<file path="src/rtl/morse_digit_tx_pkg.sv">
// morse_pkg: shared state encoding, digit pattern table and unit constants
// for the Morse digit transmitter.
package morse_pkg;

    // Sequencer states. TAIL is only reachable when the tail gap is built.
    typedef enum logic [1:0] {
        IDLE = 2'd0,
        MARK = 2'd1,
        GAP  = 2'd2,
        TAIL = 2'd3
    } state_t;

    localparam int DOT_UNITS  = 1;
    localparam int DASH_UNITS = 3;
    localparam int TAIL_UNITS = 3;
    localparam int NUM_SYMS   = 5;

    // Five-symbol code per digit, bit 4 is sent first, 1 = dash.
    // Entries are listed from digit 9 down to digit 0.
    localparam logic [9:0][4:0] PATTERN = {
        5'b11110,  // 9  ----.
        5'b11100,  // 8  ---..
        5'b11000,  // 7  --...
        5'b10000,  // 6  -....
        5'b00000,  // 5  .....
        5'b00001,  // 4  ....-
        5'b00011,  // 3  ...--
        5'b00111,  // 2  ..---
        5'b01111,  // 1  .----
        5'b11111   // 0  -----
    };

    // Symbol type at position idx (0 = first sent) of a pattern.
    function automatic logic sym_is_dash(input logic [4:0] pat, input logic [2:0] idx);
        return pat[3'd4 - idx];
    endfunction

endpackage

</file>
<file path="src/rtl/morse_digit_tx_if.sv">
// Request/status bundle between a digit source and the Morse transmitter.
interface morse_digit_tx_if;
    logic        start;
    logic [3:0]  digit;
    logic        busy;
    logic        done;
    logic        err;
    logic        tone_on;
    logic        is_dash;
    logic [11:0] audio_out;

    // Digit source side
    modport master (
        output start, digit,
        input  busy, done, err, tone_on, is_dash, audio_out
    );

    // Transmitter side
    modport slave (
        input  start, digit,
        output busy, done, err, tone_on, is_dash, audio_out
    );
endinterface

</file>
<file path="src/rtl/morse_digit_tx_tone_gen.sv">
// morse_tone_gen: square-wave sample generator. A restart puts the phase
// in the high half so every mark begins at full amplitude; the phase then
// flips every TONE_HALF cycles while enable is held. The sample is
// registered and driven to 0 whenever enable is low.
module morse_tone_gen #(
    parameter int          TONE_HALF = 50_000,
    parameter logic [11:0] AMPLITUDE = 12'd2047
) (
    input  logic        clock,
    input  logic        rst_n,
    input  logic        restart,
    input  logic        enable,
    output logic [11:0] sample
);

    localparam int            TW        = $clog2(TONE_HALF + 1);
    localparam logic [TW-1:0] HALF_LOAD = TW'(TONE_HALF - 1);

    logic [TW-1:0] r_cnt;
    logic          r_phase;
    logic [11:0]   r_sample;

    // Phase counter and sample register; restart and enable describe the
    // state of the coming cycle, so the sample lines up with tone_on.
    always_ff @(posedge clock or negedge rst_n) begin
        if (!rst_n) begin
            r_cnt    <= '0;
            r_phase  <= 1'b0;
            r_sample <= '0;
        end else if (restart) begin
            r_cnt    <= HALF_LOAD;
            r_phase  <= 1'b1;
            r_sample <= AMPLITUDE;
        end else if (enable) begin
            if (r_cnt == '0) begin
                r_cnt    <= HALF_LOAD;
                r_phase  <= ~r_phase;
                r_sample <= r_phase ? '0 : AMPLITUDE;
            end else begin
                r_cnt    <= r_cnt - TW'(1);
                r_sample <= r_phase ? AMPLITUDE : '0;
            end
        end else begin
            r_sample <= '0;
        end
    end

    assign sample = r_sample;

endmodule

</file>
<file path="src/rtl/morse_digit_tx.sv">
// morse_digit_tx: sends a decimal digit as five Morse symbols on a square
// wave tone. Optional build macro MORSE_TAIL_GAP_EN appends a silent
// three-unit TAIL after the last mark before returning to IDLE.
module morse_digit_tx
    import morse_pkg::*;
#(
    parameter int          UNIT_CYCLES = 10_000_000,
    parameter int          TONE_HALF   = 50_000,
    parameter logic [11:0] AMPLITUDE   = 12'd2047
) (
    input  logic             clock,
    input  logic             rst_n,
    morse_digit_tx_if.slave  bus
);

    localparam int             UCW       = $clog2(DASH_UNITS * UNIT_CYCLES);
    localparam logic [UCW-1:0] DOT_LOAD  = UCW'(DOT_UNITS * UNIT_CYCLES - 1);
    localparam logic [UCW-1:0] DASH_LOAD = UCW'(DASH_UNITS * UNIT_CYCLES - 1);
    localparam logic [UCW-1:0] GAP_LOAD  = UCW'(UNIT_CYCLES - 1);
`ifdef MORSE_TAIL_GAP_EN
    localparam logic [UCW-1:0] TAIL_LOAD = UCW'(TAIL_UNITS * UNIT_CYCLES - 1);
`endif
    localparam logic [2:0]     LAST_IDX  = 3'(NUM_SYMS - 1);

    state_t         r_state;
    logic [UCW-1:0] r_cnt;
    logic [2:0]     r_idx;
    logic [4:0]     r_pat;
    logic           r_is_dash;
    logic           r_done;
    logic           r_err;

    state_t         w_nxt_state;
    logic [UCW-1:0] w_nxt_cnt;
    logic [2:0]     w_nxt_idx;
    logic [4:0]     w_nxt_pat;
    logic           w_nxt_is_dash;
    logic           w_nxt_done;
    logic           w_nxt_err;
    logic           w_enter_mark;
    logic           w_dash_sym;
    logic [11:0]    w_sample;

    // State register and sequencer counters.
    always_ff @(posedge clock or negedge rst_n) begin
        if (!rst_n) begin
            r_state   <= IDLE;
            r_cnt     <= '0;
            r_idx     <= '0;
            r_pat     <= '0;
            r_is_dash <= 1'b0;
            r_done    <= 1'b0;
            r_err     <= 1'b0;
        end else begin
            r_state   <= w_nxt_state;
            r_cnt     <= w_nxt_cnt;
            r_idx     <= w_nxt_idx;
            r_pat     <= w_nxt_pat;
            r_is_dash <= w_nxt_is_dash;
            r_done    <= w_nxt_done;
            r_err     <= w_nxt_err;
        end
    end

    // Next-state logic: the unit counter is loaded on every state entry
    // and the state moves on the cycle it reads 0.
    always_comb begin
        w_nxt_state   = r_state;
        w_nxt_cnt     = r_cnt;
        w_nxt_idx     = r_idx;
        w_nxt_pat     = r_pat;
        w_nxt_is_dash = r_is_dash;
        w_nxt_done    = 1'b0;
        w_nxt_err     = 1'b0;
        w_enter_mark  = 1'b0;
        w_dash_sym    = 1'b0;

        case (r_state)
            IDLE: begin
                if (bus.start) begin
                    if (bus.digit <= 4'd9) begin
                        w_nxt_pat     = PATTERN[bus.digit];
                        w_nxt_idx     = '0;
                        w_dash_sym    = sym_is_dash(w_nxt_pat, 3'd0);
                        w_nxt_is_dash = w_dash_sym;
                        w_nxt_cnt     = w_dash_sym ? DASH_LOAD : DOT_LOAD;
                        w_nxt_state   = MARK;
                        w_enter_mark  = 1'b1;
                    end else begin
                        w_nxt_err = 1'b1;
                    end
                end
            end

            MARK: begin
                if (r_cnt == '0) begin
                    if (r_idx == LAST_IDX) begin
`ifdef MORSE_TAIL_GAP_EN
                        w_nxt_state = TAIL;
                        w_nxt_cnt   = TAIL_LOAD;
`else
                        w_nxt_state = IDLE;
                        w_nxt_done  = 1'b1;
`endif
                    end else begin
                        w_nxt_state = GAP;
                        w_nxt_cnt   = GAP_LOAD;
                    end
                end else begin
                    w_nxt_cnt = r_cnt - UCW'(1);
                end
            end

            GAP: begin
                if (r_cnt == '0) begin
                    w_nxt_idx     = r_idx + 3'd1;
                    w_dash_sym    = sym_is_dash(r_pat, w_nxt_idx);
                    w_nxt_is_dash = w_dash_sym;
                    w_nxt_cnt     = w_dash_sym ? DASH_LOAD : DOT_LOAD;
                    w_nxt_state   = MARK;
                    w_enter_mark  = 1'b1;
                end else begin
                    w_nxt_cnt = r_cnt - UCW'(1);
                end
            end

            TAIL: begin
`ifdef MORSE_TAIL_GAP_EN
                if (r_cnt == '0) begin
                    w_nxt_state = IDLE;
                    w_nxt_done  = 1'b1;
                end else begin
                    w_nxt_cnt = r_cnt - UCW'(1);
                end
`else
                w_nxt_state = IDLE;
`endif
            end

            default: w_nxt_state = IDLE;
        endcase
    end

    morse_tone_gen #(
        .TONE_HALF (TONE_HALF),
        .AMPLITUDE (AMPLITUDE)
    ) u_tone (
        .clock   (clock),
        .rst_n   (rst_n),
        .restart (w_enter_mark),
        .enable  (w_nxt_state == MARK),
        .sample  (w_sample)
    );

    assign bus.busy      = (r_state != IDLE);
    assign bus.tone_on   = (r_state == MARK);
    assign bus.is_dash   = r_is_dash;
    assign bus.done      = r_done;
    assign bus.err       = r_err;
    assign bus.audio_out = w_sample;

endmodule
</file>
<file path="src/flat_wrapper.sv">
// flat-port wrapper written by rule: the top's interface ports become plain ports
module morse_digit_tx_flat import morse_pkg::*;
#(
    parameter int          UNIT_CYCLES = 10_000_000,
    parameter int          TONE_HALF   = 50_000,
    parameter logic [11:0] AMPLITUDE   = 12'd2047
)
  (clock, rst_n, bus_start, bus_digit, bus_busy, bus_done, bus_err, bus_tone_on, bus_is_dash, bus_audio_out);
  morse_digit_tx_if bus_i ();
  input  logic clock;
  input  logic rst_n;
  input wire logic [$bits(bus_i.start)-1:0] bus_start;
  input wire logic [$bits(bus_i.digit)-1:0] bus_digit;
  output wire logic [$bits(bus_i.busy)-1:0] bus_busy;
  output wire logic [$bits(bus_i.done)-1:0] bus_done;
  output wire logic [$bits(bus_i.err)-1:0] bus_err;
  output wire logic [$bits(bus_i.tone_on)-1:0] bus_tone_on;
  output wire logic [$bits(bus_i.is_dash)-1:0] bus_is_dash;
  output wire logic [$bits(bus_i.audio_out)-1:0] bus_audio_out;
  assign bus_i.start = bus_start;
  assign bus_i.digit = bus_digit;
  assign bus_busy = bus_i.busy;
  assign bus_done = bus_i.done;
  assign bus_err = bus_i.err;
  assign bus_tone_on = bus_i.tone_on;
  assign bus_is_dash = bus_i.is_dash;
  assign bus_audio_out = bus_i.audio_out;
  morse_digit_tx #(.UNIT_CYCLES(UNIT_CYCLES), .TONE_HALF(TONE_HALF), .AMPLITUDE(AMPLITUDE)) u_core (.clock(clock), .rst_n(rst_n), .bus(bus_i));
endmodule
</file>
<file path="config.mk">
export PLATFORM = sky130hd
export DESIGN_NAME = morse_digit_tx_flat
export DESIGN_NICKNAME = d
export VERILOG_FILES = /design/src/rtl/morse_digit_tx_pkg.sv /design/src/rtl/morse_digit_tx_if.sv /design/src/rtl/morse_digit_tx_tone_gen.sv /design/src/rtl/morse_digit_tx.sv /design/src/flat_wrapper.sv
export SDC_FILE = /design/constraint.sdc
export NUM_CORES = 1
export LEC_CHECK = 0
export CAP_MARGIN = 10
export CORE_MARGIN = 5
export CORE_UTILIZATION = 40
export DETAILED_ROUTE_END_ITERATION = 12
export PLACE_DENSITY = 0.55
export SYNTH_ARGS = -nofsm -noshare
export SYNTH_HDL_FRONTEND = slang
export SYNTH_SLANG_ARGS = --single-unit
export TNS_END_PERCENT = 5
</file>
<file path="constraint.sdc">
create_clock -name clock -period 6.4 [get_ports clock]
set_input_delay 1.6 -clock clock [delete_from_list [all_inputs] [get_ports clock]]
set_output_delay 1.6 -clock clock [all_outputs]
set_load 0.03 [all_outputs]
</file>
# ---- Word level (Yosys, flattened, before mapping)
# Memory sizes are Yosys's and may differ from the RTL's.
# Cells that the tools add are included.
dict set report totals {
  ramBits 0
  latch_bits 0
  input_bits 7
  romBits 80
  wordCells 86
  ff_bits 67
  mem_count 1
  output_inout_bits 17
}
# name words width rd rd_clocked_by_memory_dff write_ports line_no
set mem_list {}
lappend mem_list {{(no name shown)} 16 5 1 0 0 morse_digit_tx.sv:82} ;# w_nxt_pat = PATTERN[bus.digit];
dict set report op_classes {
  n_div 0
  n_reduce_logical 12
  muxes 46
  n_eq_ne 9
  magnitude_cmp 3
  add_sub_neg 4
  shifts 0
  bitwise 1
  multipliers 0
}
# op n
set ops {}
lappend ops {{$mux W25} 7}
lappend ops {{$pmux W25 S3} 1}
lappend ops {{$mux W16} 3}
lappend ops {{$mux W11} 3}
lappend ops {{$logic_not A25 Y1} 1}
lappend ops {{$sub A25 B1 Y25 const B} 1}
lappend ops {{$mux W12} 2}
lappend ops {{$logic_not A16 Y1} 1}
lappend ops {{$mux W1} 16}
lappend ops {{$sub A16 B1 Y16 const B} 1}
lappend ops {{$mux W2} 5}
lappend ops {{$mux W3} 3}
lappend ops {{$pmux W2 S4} 1}
lappend ops {{$reduce_and A4 Y1} 2}
lappend ops {{$reduce_bool A2 Y1} 4}
lappend ops {{$pmux W3 S2} 1}
lappend ops {{$lt A4 B5 Y1 const B} 1}
lappend ops {{$mux W5} 1}
lappend ops {{$eq A2 B1 Y1 const B} 2}
lappend ops {{$eq A2 B2 Y1 const B} 2}
lappend ops {{$le A4 B4 Y1 const B} 1}
lappend ops {{$lt A3 B4 Y1 const B} 1}
lappend ops {{$ne A2 B1 Y1 const B} 2}
lappend ops {{$pmux W1 S2} 2}
lappend ops {{11 further kinds} 11}

# ---- Longest topological paths before layout
# Gate-level depths: netlist of run 1.
dict set report logic_depth {
  ltp_word 7
  mapped_depth 11
  mapped_depth_nobuf 9
}

# ---- Cells and area by module
# Synthesis of run 1 repeated with hierarchy kept, for this count alone.
dict set report unflattened {
  cells_unflattened 402
  area_unflattened_um2 3683.5
}
# module cells_per_inst n_inst seq_area_each_um2 area_each_um2
set modules_own_cells {}
lappend modules_own_cells {morse_digit_tx 291 1 950.9 2616.3}
lappend modules_own_cells {morse_tone_gen 111 1 450.4 1067.3}

# ---- Worst setup path before layout of run 1
# OpenSTA, ideal clock, no wires.
dict set report synth_timing {
  path_kind {input-to-reg}
  startpoint {input bus_digit[2]}
  endpoint {register u_core.r_cnt[15]}
  required_ps 6279
  cell_stages 6
  arrival_ps 3362
  setup_time_ps 121
  path_buffers 1
  slack_ps 2917
  path_cell_list {clkbuf_1 -> o21ai_0 -> a21oi_1 -> nor3_1 -> nand2_1 -> o22a_1}
}
dict set report synth_via {
  elab_chain_len 3
}
# element line_no
set synth_lines {}
lappend synth_lines {{start: declaration} flat_wrapper.sv:13} ;# input wire logic [$bits(bus_i.digit)-1:0] bus_digit;
lappend synth_lines {{$le A4 B4 Y1} morse_digit_tx.sv:81} ;# if (bus.digit <= 4'd9) begin
lappend synth_lines {{$ne A2 B1 Y1 (no source line)} n/a}
lappend synth_lines {{$reduce_and A4 Y1 (no source line)} n/a}
lappend synth_lines {{end signal: assignment} morse_digit_tx.sv:56} ;# r_cnt <= w_nxt_cnt;
lappend synth_lines {{end: declaration} morse_digit_tx.sv:26} ;# logic [UCW-1:0] r_cnt;
# No other way between the ends.
# A chain may end at the register's enable or synchronous reset.

# ---- Worst setup path in the final report of run 1
dict set report layout_timing {
  startpoint {input bus_digit[2]}
  endpoint {register u_core.r_cnt[4]}
}
# Same word-level chain as after synthesis.

==> impl_metrics.env, run 1 <==
export IMPL_fmax_ghz=0.2415
export IMPL_path_clk_slew_ns=0.10
export IMPL_cts_made_buffers=5
export IMPL_period_minus_slack_ns=4.141
export IMPL_grt_pass1_wl_um=14910
export IMPL_initial_core_util=0.4073
export IMPL_final_max_slew_viol_count=0
export IMPL_drc_errors=0
export IMPL_hold_path_class="flip-flop to flip-flop"
export IMPL_ys_types=60
export IMPL_maxSlewHeadroom=0.3740
export IMPL_tns_ns=0
export IMPL_nets=438
export IMPL_drt_iter0_markers=165
export IMPL_io_buffers=22
export IMPL_htreeDepth=2
export IMPL_dieArea_um2=10770
export IMPL_viasPerCell=5.956
export IMPL_seq_area_frac_synth=0.3984
export IMPL_core_area_um2=8636
export IMPL_yosys_top_cells_area="dfrtp_1 40%, a21oi_1 5.7%, o21ai_0 5.0%"
export IMPL_async_flop_share=1.000
export IMPL_peakVddDrop_mv=0.1695
export IMPL_syn_nets=435
export IMPL_track_usage=0.1623
export IMPL_area_delta_synth_final_pct=8.573
export IMPL_synth_top_cell_by_area="dfrtp_1"
export IMPL_antenna_found_initial=0
export IMPL_ctsResizeCount=0
export IMPL_cp_data_arrival_time_ns=4.34
export IMPL_r2r_start="u_core.r_cnt[3]"
export IMPL_clock_sinks=56
export IMPL_ff2ff_path_depth=7
export IMPL_setup_violations=0
export IMPL_power_frac_clock=0.149
export IMPL_drive_above_1_share=0.05000
export IMPL_required_ns=6.60
export IMPL_synth_top_area_frac=0.3984
export IMPL_rsz0062_at_grt="no"
export IMPL_clockRootBuffer="clkbuf_8"
export IMPL_dr_total_vias=3145
export IMPL_hold_worst_slack_ns=0.4860
export IMPL_ant_nets=0
export IMPL_intPower_uw=833.0
export IMPL_dpl_cell_count=522
export IMPL_grt_overflow=0
export IMPL_drt_pass1_iterations=5
export IMPL_synthCells=418
export IMPL_chipHeight_um=103.8
export IMPL_stdcell_count=528
export IMPL_clockBufferDepth=2
export IMPL_die_width_um=103.8
export IMPL_crit_end="u_core.r_cnt[4]"
export IMPL_pwr_share_seq=0.363
export IMPL_totalWireLength_um=8859
export IMPL_synth_edf_count=0
export IMPL_finalCritPeriodShare=0.6470
export IMPL_cts_tree="built"
export IMPL_syn_area_um2=3517
export IMPL_critPathCaptureType="flip-flop"
export IMPL_fp_row_count=34
export IMPL_swShare=0.4498
export IMPL_status="completed"
export IMPL_reg2reg_to="u_core.r_cnt[7]"
export IMPL_cp_startpoint="bus_digit[2]"
export IMPL_post_cts_buffers=0
export IMPL_syn_area_per_cell_um2=8.414
export IMPL_fin_util=0.4422
export IMPL_io_pins=24
export IMPL_insertion_delay_ns=0.31
export IMPL_critPathMaxFanout=9
export IMPL_hold_violations=0
export IMPL_yosysWarnings=0
export IMPL_r2r_setup_slack_ns=2.86
export IMPL_power_switching_uw=681.0
export IMPL_ys_ff_latch=56
export IMPL_pwr_share_comb=0.488
export IMPL_drv_cap=0
export IMPL_leakage_nw=1.566
export IMPL_diodes=0
export IMPL_dpl_hpwl_um=6115
export IMPL_start_kind="input pin"
export IMPL_skew_ns=0.01134
export IMPL_p_per_area_nw_per_um2=396.5
export IMPL_grt_max_degree=57
export IMPL_wl_per_cell_um=16.78
export IMPL_grt_pass1_vias=2950
export IMPL_hold_buffers=0
export IMPL_tightest_slew_ns=0.9355
export IMPL_synthFlopType="dfrtp_1"
export IMPL_worstSetupPathType="input pin to flip-flop"
export IMPL_place_congestion=0.8338
metal layers:
metal  routed length, um  global-route usage
met2                4255              0.2559
met1                4192              0.2350
met5                   0                   0
met4                  77             0.03608
met3                 333             0.02550
through the flow:
step / setup WS, ns / area [um2] / total power, mW
after detailed placement: 2.016 / 3720 / 1.290
after global routing: 2.077 / 3819 / 1.625
final: 2.259 / 3819 / 1.514
after CTS: 2.308 / 3819 / 1.521
after floorplan: 2.917 / 3517 / 1.108
after global placement: 2.074 / 3720 / 1.284
flip-flops by register name, indices dropped and copies added (netlist names):
register,count
u_core.bus.is_dash,1
u_core.r_state,2
u_core.u_tone.sample,1
u_core.r_cnt,25
u_core.r_idx,3
u_core.u_tone.r_phase,1
u_core.bus.done,1
u_core.bus.err,1
u_core.u_tone.r_cnt,16
u_core.r_pat,5
worst min path at each step:
stage,to,cells past startpoint,start
after floorplan,u_core.r_pat[2],2,u_core.r_pat[2]
after global placement,u_core.r_pat[0],2,u_core.r_pat[0]
after detailed placement,u_core.r_pat[1],2,u_core.r_pat[1]
after CTS,u_core.r_pat[1],2,u_core.r_pat[1]
after global routing,u_core.r_pat[1],2,u_core.r_pat[1]
final,u_core.r_pat[1],2,u_core.r_pat[1]
placed cells by master, fill, tap and decap left out, drive strengths merged, types with 3 or more instances in the layout:
cell type,n
nand3,12
buf,3
nand2,39
nand4,3
dfrtp,56
a31oi,12
nor3,27
nor4,7
nand2b,8
o21ai,45
o31a,4
ha,10
nor2,32
inv,22
a211oi,4
and3,4
clkbuf,5
a21oi,40
clkdlybuf4s50,21
or3,10
or2,4
o31ai,6
o22a,8
or4,6
cell usage after synthesis (2+ instances only):
cell type	count
a211oi_1	4
o31a_1	4
and3_1	4
and2_1	2
or4_4	2
nor2_1	32
clkbuf_1	8
buf_2	7
nand3_1	11
o21ai_0	35
a31oi_1	11
buf_4	11
or4_1	4
a22o_1	2
dfrtp_1	56
a211o_1	2
or2_2	3
or3_1	10
nand4_1	3
o22a_1	8
nor3_1	26
o21ai_1	10
a21oi_1	40
ha_1	10
o31ai_1	6
nor4_1	7
inv_1	22
nand2b_1	8
nand2_1	39
kinds of logic after synthesis:
kind of cell             count (synthesis)  share of synthesized area
buffers and inverters                   50                    0.06972
adder cells (fa/ha/maj)                 10                    0.03557
XOR/XNOR                                 2                   0.008894
flip-flops                              56                     0.3984
multiplexers                             1                   0.006403
other                                    1                   0.001066
AND/OR/NAND/NOR                        161                     0.2351
AO/OA/AOI/OAI                          137                     0.2448
power by group through the flow:
stage	clock network [mW]	logic [mW]	registers, mW
after global placement	0	0.732	0.552
after floorplan	0	0.567	0.541
after global routing	0.249	0.811	0.565
after CTS	0.235	0.738	0.548
final	0.226	0.738	0.550
after detailed placement	0	0.734	0.555
layout make-up:
type	count	area, um2
clock buffers	5	68.82
clock inverters	1	30.03
fillers	866	4817
inverters	22	82.58
multi-input cells	312	1871
flip-flops and latches	56	1401
well taps	108	135.1
repair buffers	24	230.2
critical path: stages:
cell and delay [ns]:
clkdlybuf4s50_1 0.52, o21ai_0 0.42, a21oi_1 0.25, nor3_1 0.80, nand2_1 0.44, o22a_1 0.32
No activity file was read; power rests on OpenSTA's default activity.
==> run 2, diff against run 1 <==
==> constraint.sdc (replaced) <==
create_clock -name clock -period 4.1 [get_ports clock]
set_input_delay 1.025 -clock clock [delete_from_list [all_inputs] [get_ports clock]]
set_output_delay 1.025 -clock clock [all_outputs]
set_load 0.03 [all_outputs]
==> run 2 against run 1 <==
Compared with the run above: flip-flop and latch count unchanged; cell count up 0.57%; sequential power up 55%; die area unchanged; clock power up 23%; global-route usage up 0.11 points; utilization unchanged; largest power group unchanged.
==> impl_metrics.env, run 2 (synthesis gave the netlist of run 1 again) <==
export IMPL_hold_path_class="flip-flop to flip-flop"
export IMPL_area_delta_synth_final_pct=8.573
export IMPL_nets=442
export IMPL_io_buffers=22
export IMPL_grt_pass1_vias=3061
export IMPL_r2r_setup_slack_ns=0.68
export IMPL_slowest_delay_ns=0.66
export IMPL_reg_top3="u_core.r_cnt x25, u_core.u_tone.r_cnt x16, u_core.r_pat x5"
export IMPL_drc_errors=0
export IMPL_largest_reg_flops=25
export IMPL_drt_pass1_iterations=4
export IMPL_htreeDepth=2
export IMPL_slowest_stage="or4_1"
export IMPL_initial_core_util=0.4073
export IMPL_grt_overflow=0
export IMPL_min_from="u_core.r_pat[2]"
export IMPL_top_register="u_core.r_cnt"
export IMPL_clock_sinks=56
export IMPL_final_max_slew_viol_count=0
export IMPL_insertion_delay_ns=0.30
export IMPL_dp_slack_ns=0.5145
export IMPL_power_frac_clock=0.121
export IMPL_dr_total_vias=3115
export IMPL_clockRootBuffer="clkbuf_8"
export IMPL_core_area_um2=8636
export IMPL_most_common_layout_cells="56 x dfrtp_1, 40 x a21oi_1, 39 x nand2_1"
export IMPL_drt_iter0_markers=197
export IMPL_maxSlewHeadroom=0.3142
export IMPL_required_ns=4.33
export IMPL_cts_tree="built"
export IMPL_dieArea_um2=10770
export IMPL_fp_row_count=34
export IMPL_setup_slack_ns=0.6842
export IMPL_path_clk_slew_ns=0.09
export IMPL_fillerInstances=875
export IMPL_hold_violations=0
export IMPL_ff2ff_path_depth=7
export IMPL_cp_cell_sequence="or4_1, or4_4, or3_1, a32oi_2, nand3_2, or3_1, nand3_1"
export IMPL_tightest_slew_ns=1.029
export IMPL_antenna_found_initial=0
export IMPL_mostFrequentLayoutCell="dfrtp_1"
export IMPL_grt_max_degree=46
export IMPL_diodes=0
export IMPL_r2r_start="u_core.r_cnt[3]"
export IMPL_finalCritPeriodShare=0.8331
export IMPL_die_width_um=103.8
export IMPL_peakVddDrop_mv=0.2384
export IMPL_status="completed"
export IMPL_report_power_total_mw=2.295
export IMPL_track_usage=0.1634
export IMPL_reg2reg_to="u_core.u_tone.r_phase"
export IMPL_crit_path_frequent_cell="or3_1"
export IMPL_wl_per_cell_um=16.43
export IMPL_viasPerCell=5.866
export IMPL_power_switching_mw=1.055
export IMPL_tns_ns=0
export IMPL_critPathMaxFanout=14
export IMPL_totalWireLength_um=8722
export IMPL_io_pins=24
export IMPL_clockBufferDepth=2
export IMPL_p_per_area_nw_per_um2=601.1
export IMPL_ant_nets=0
export IMPL_cp_data_arrival_time_ns=3.65
export IMPL_post_cts_buffers=0
export IMPL_drv_cap=0
export IMPL_dpl_cell_count=526
export IMPL_swShare=0.4597
export IMPL_ctsResizeCount=0
export IMPL_fin_util=0.4422
export IMPL_hold_end="u_core.r_pat[2]"
export IMPL_hold_buffers=0
export IMPL_place_congestion=0.8025
export IMPL_hold_depth=2
export IMPL_worstSetupPathType="flip-flop to flip-flop"
export IMPL_setup_violations=0
export IMPL_skew_ns=0.003657
export IMPL_intPower_mw=1.240
export IMPL_drive_above_1_share=0.05674
export IMPL_fmax_ghz=0.2928
export IMPL_chipHeight_um=103.8
export IMPL_pwr_share_seq=0.372
export IMPL_period_minus_slack_ns=3.416
export IMPL_cts_made_buffers=5
export IMPL_start_kind="flip-flop"
export IMPL_stdcell_count=531
export IMPL_dpl_hpwl_um=6346
export IMPL_rsz0062_at_grt="no"
export IMPL_critPathCaptureType="flip-flop"
export IMPL_grt_pass1_wl_um=15090
export IMPL_leakage_nw=1.572
export IMPL_pwr_share_comb=0.506
[run 2: how the worst max path moves through the flow]
stage	from	endpoint	cells after the start
2_1_floorplan	u_core.r_cnt[3]	u_core.u_tone.r_cnt[9]	10
3_3_place_gp	bus_digit[2]	u_core.r_cnt[23]	6
3_5_place_dp	bus_digit[2]	u_core.r_cnt[2]	6
4_1_cts	u_core.r_cnt[3]	u_core.u_tone.r_phase	7
5_1_grt	u_core.r_cnt[3]	u_core.u_tone.r_cnt[8]	7
6_report	u_core.r_cnt[3]	u_core.u_tone.r_phase	7
[run 2: final cells by class]
type	count	area, um2	share of cell area
Clock buffer	5	68.82	0.01802
Tap cell	108	135.1	0.03539
Multi-Input combinational cell	312	1871	0.4898
Timing Repair Buffer	28	260.3	0.06815
Inverter	22	82.58	0.02163
Sequential cell	56	1401	0.3670
[run 2: power groups by stage]
stage	clock network, mW	registers, mW	logic, mW
floorplan	0	0.845	0.885
global placement	0	0.863	1.15
detailed placement	0	0.864	1.16
CTS	0.291	0.855	1.17
global route	0.309	0.881	1.29
finish	0.278	0.855	1.16
[run 2: layer usage]
| layer | track usage | up-vias | wire (um) |
|---|---|---|---|
| met1 | 0.2321 | 1513 | 4216 |
| met4 | 0.04070 | 0 | 91 |
| met2 | 0.2632 | 67 | 4096 |
| li1 | - | 1525 | - |
| met3 | 0.02177 | 10 | 317 |
| met5 | 0 | - | 0 |
[run 2: metrics by stage]
step	area (um2)	hold slack (ns)
2_1_floorplan	3517	0.4335
3_3_place_gp	3750	0.4717
3_5_place_dp	3750	0.4766
4_1_cts	3819	0.4983
5_1_grt	3819	0.5238
6_report	3819	0.4842
[run 2: critical path, delay by kind of cell (launching register included)]
kind,cells,cell delay [ns]
compound gates,1,0.33
simple gates,6,2.58
flops,1,0.44
==> run 3, diff against run 2 <==
--- a/config.mk
+++ b/config.mk
@@ -9,7 +9,7 @@
 export CORE_MARGIN = 5
 export CORE_UTILIZATION = 40
 export DETAILED_ROUTE_END_ITERATION = 12
-export PLACE_DENSITY = 0.55
+export PLACE_DENSITY = 0.57
 export SYNTH_ARGS = -nofsm -noshare
 export SYNTH_HDL_FRONTEND = slang
 export SYNTH_SLANG_ARGS = --single-unit
==> constraint.sdc (replaced) <==
create_clock -name clock -period 2.8 [get_ports clock]
set_input_delay 0.7 -clock clock [delete_from_list [all_inputs] [get_ports clock]]
set_output_delay 0.7 -clock clock [all_outputs]
set_load 0.03 [all_outputs]
==> run 3 against run 2 <==
Compared with the run above: final area rose by 13%; sequential share of layout area fell by 4.1 points; critical path depth unchanged; register-to-register slack got worse by 0.71 ns; count of clock-buffer cells in the layout up 1; flip-flop and latch count stayed put; combinational power increased by 84%; highest routed layer unchanged; the run now ends with negative setup slack left; hold slack worse by 0.10 ns; worst setup slack lost 0.71 ns.
==> impl_metrics.env, run 3 (synthesis gave the netlist of run 1 again) <==
export IMPL_status="finished, violations left"
export IMPL_violations="negative setup slack"
export IMPL_htreeDepth=2
export IMPL_fmax_ghz=0.3534
export IMPL_mostFrequentLayoutCell="dfrtp_1"
export IMPL_setup_slack_ns=-0.02937
export IMPL_viasPerCell=5.661
export IMPL_slowest_stage="or4_4"
export IMPL_start_kind="flip-flop"
export IMPL_skew_ns=0.006523
export IMPL_intPower_mw=2.156
export IMPL_grt_pass1_vias=3230
export IMPL_tightest_slew_ns=0.8138
export IMPL_drt_pass1_iterations=4
export IMPL_top_register="u_core.r_cnt"
export IMPL_p_per_area_nw_per_um2=889.8
export IMPL_period_minus_slack_ns=2.829
export IMPL_cpLargestDelayFamily="simple AND/OR/NAND/NOR gates"
export IMPL_path_buf_inv=0
export IMPL_chipHeight_um=103.8
export IMPL_crit_path_frequent_cell="or4_4"
export IMPL_finalCritPeriodShare=1.010
export IMPL_final_max_slew_viol_count=0
export IMPL_antenna_found_initial=0
export IMPL_fp_row_count=34
export IMPL_fillerInstances=857
export IMPL_critPathMaxFanout=5
export IMPL_dpl_hpwl_um=6632
export IMPL_clockRootBuffer="clkbuf_8"
export IMPL_grt_max_degree=32
export IMPL_swShare=0.4366
export IMPL_place_congestion=0.8330
export IMPL_finalInstanceArea_um2=4300
export IMPL_clock_sinks=56
export IMPL_core_area_um2=8636
export IMPL_hold_buffers=0
export IMPL_hold_violations=0
export IMPL_path_clk_slew_ns=0.10
export IMPL_track_usage=0.1683
export IMPL_diodes=0
export IMPL_power_switching_mw=1.671
export IMPL_wl_per_cell_um=15.66
export IMPL_area_delta_synth_final_pct=22.27
export IMPL_drt_iter0_markers=152
export IMPL_cts_made_buffers=5
export IMPL_pwr_share_comb=0.557
export IMPL_cp_data_arrival_time_ns=3.04
export IMPL_placed_cell_area_um2=4090
export IMPL_tns_ns=-0.07303
export IMPL_maxSlewHeadroom=0.4555
export IMPL_slowest_delay_ns=0.55
export IMPL_nets=487
export IMPL_ant_nets=0
export IMPL_reg_top3="u_core.r_cnt x25, u_core.u_tone.r_cnt x16, u_core.r_pat x5"
export IMPL_hold_path_class="input pin to asynchronous set/reset pin"
export IMPL_drc_errors=0
export IMPL_setup_violations=4
export IMPL_grt_pass1_wl_um=15340
export IMPL_initial_core_util=0.4073
export IMPL_clockBufferDepth=2
export IMPL_pwr_share_seq=0.317
export IMPL_critPathCaptureType="flip-flop"
export IMPL_required_ns=3.01
export IMPL_cp_cell_sequence="or4_4, or4_4, or4_4, a31oi_4, and4_4, nor4b_4, o21ai_1"
export IMPL_drive_above_1_share=0.1783
export IMPL_io_buffers=22
export IMPL_leakage_nw=1.835
export IMPL_cts_tree="built"
export IMPL_dieArea_um2=10770
export IMPL_grt_overflow=0
export IMPL_largest_reg_flops=25
export IMPL_dr_total_vias=3278
export IMPL_peakVddDrop_mv=0.2921
export IMPL_totalWireLength_um=9070
export IMPL_power_frac_clock=0.126
export IMPL_io_pins=24
export IMPL_drv_cap=0
export IMPL_die_width_um=103.8
export IMPL_worstSetupPathType="flip-flop to flip-flop"
export IMPL_most_common_layout_cells="56 x dfrtp_1, 47 x buf_4, 39 x nand2_1, 39 x a21oi_1, 34 x o21ai_0"
export IMPL_hold_worst_slack_ns=0.3813
export IMPL_insertion_delay_ns=0.32
export IMPL_rsz0062_at_grt="yes"
## run 3: what timing repair did
item                       in CTS  in global routing
setup endpoints to repair      18                 31
buffers inserted                0                  2
pin swaps                       4                  3
resized for setup               7                 14
cloned                          1                  0
## run 3: stage by stage
stage / utilization / setup slack [ns] / power (mW) / instances
after floorplan: - / -0.1076 / 2.535 / 418
after global placement: 0.4736 / -0.05487 / 3.215 / 568
after detailed placement: 0.4736 / -0.1362 / 3.247 / 568
after CTS: 0.4899 / -0.01669 / 3.782 / 577
after global routing: 0.4980 / -0.1150 / 4.099 / 579
final: 0.4980 / -0.02937 / 3.826 / 579
## run 3: area by class of cell
class / count / area [um2] / area share
clock buffer: 6 / 82.58 / 0.01920
clock inverter: 2 / 13.76 / 0.003200
inverter: 22 / 82.58 / 0.01920
multi-input combinational: 313 / 1966 / 0.4571
sequential: 56 / 1401 / 0.3259
tap: 108 / 135.1 / 0.03142
timing repair buffer: 72 / 619.3 / 0.1440
## run 3: power by group through the flow
stage                     Sequential (mW)  Combinational, mW  Clock [mW]
after global placement               1.22               1.99           0
after floorplan                      1.24               1.30           0
after global routing                 1.25               2.32       0.528
after detailed placement             1.23               2.02           0
after CTS                            1.21               2.07       0.496
final                                1.21               2.13       0.484
## run 3: metal layers
layer / vias to the layer above / global-route usage / share of wire
met1: 1579 / 0.2349 / 0.48
met5: - / 0 / 0
met4: 0 / 0.04995 / 0.011
li1: 1631 / - / -
met2: 58 / 0.2673 / 0.47
met3: 10 / 0.02923 / 0.043
## run 3: path summary, 6_finish.rpt
check	from	end	slack (ns)	depth (start not counted)
max in group asynchronous	rst_n	u_core.r_cnt[19]	1.83	2
worst max-delay path	u_core.r_cnt[6]	u_core.u_tone.r_cnt[14]	-0.03	7
worst max register to register	u_core.r_cnt[6]	u_core.u_tone.r_cnt[14]	-0.03	7
worst min register to register	u_core.r_pat[4]	u_core.r_pat[4]	0.50	2
worst min-delay path	rst_n	u_core.r_cnt[3]	0.38	1
min in group clock	u_core.r_pat[4]	u_core.r_pat[4]	0.50	2
## run 3: worst reg2reg max path, stage by stage (launching register included)
cell,delay (ns)
dfrtp_1,0.40
or4_4,0.55
or4_4,0.49
or4_4,0.45
a31oi_4,0.25
and4_4,0.32
nor4b_4,0.19
o21ai_1,0.08
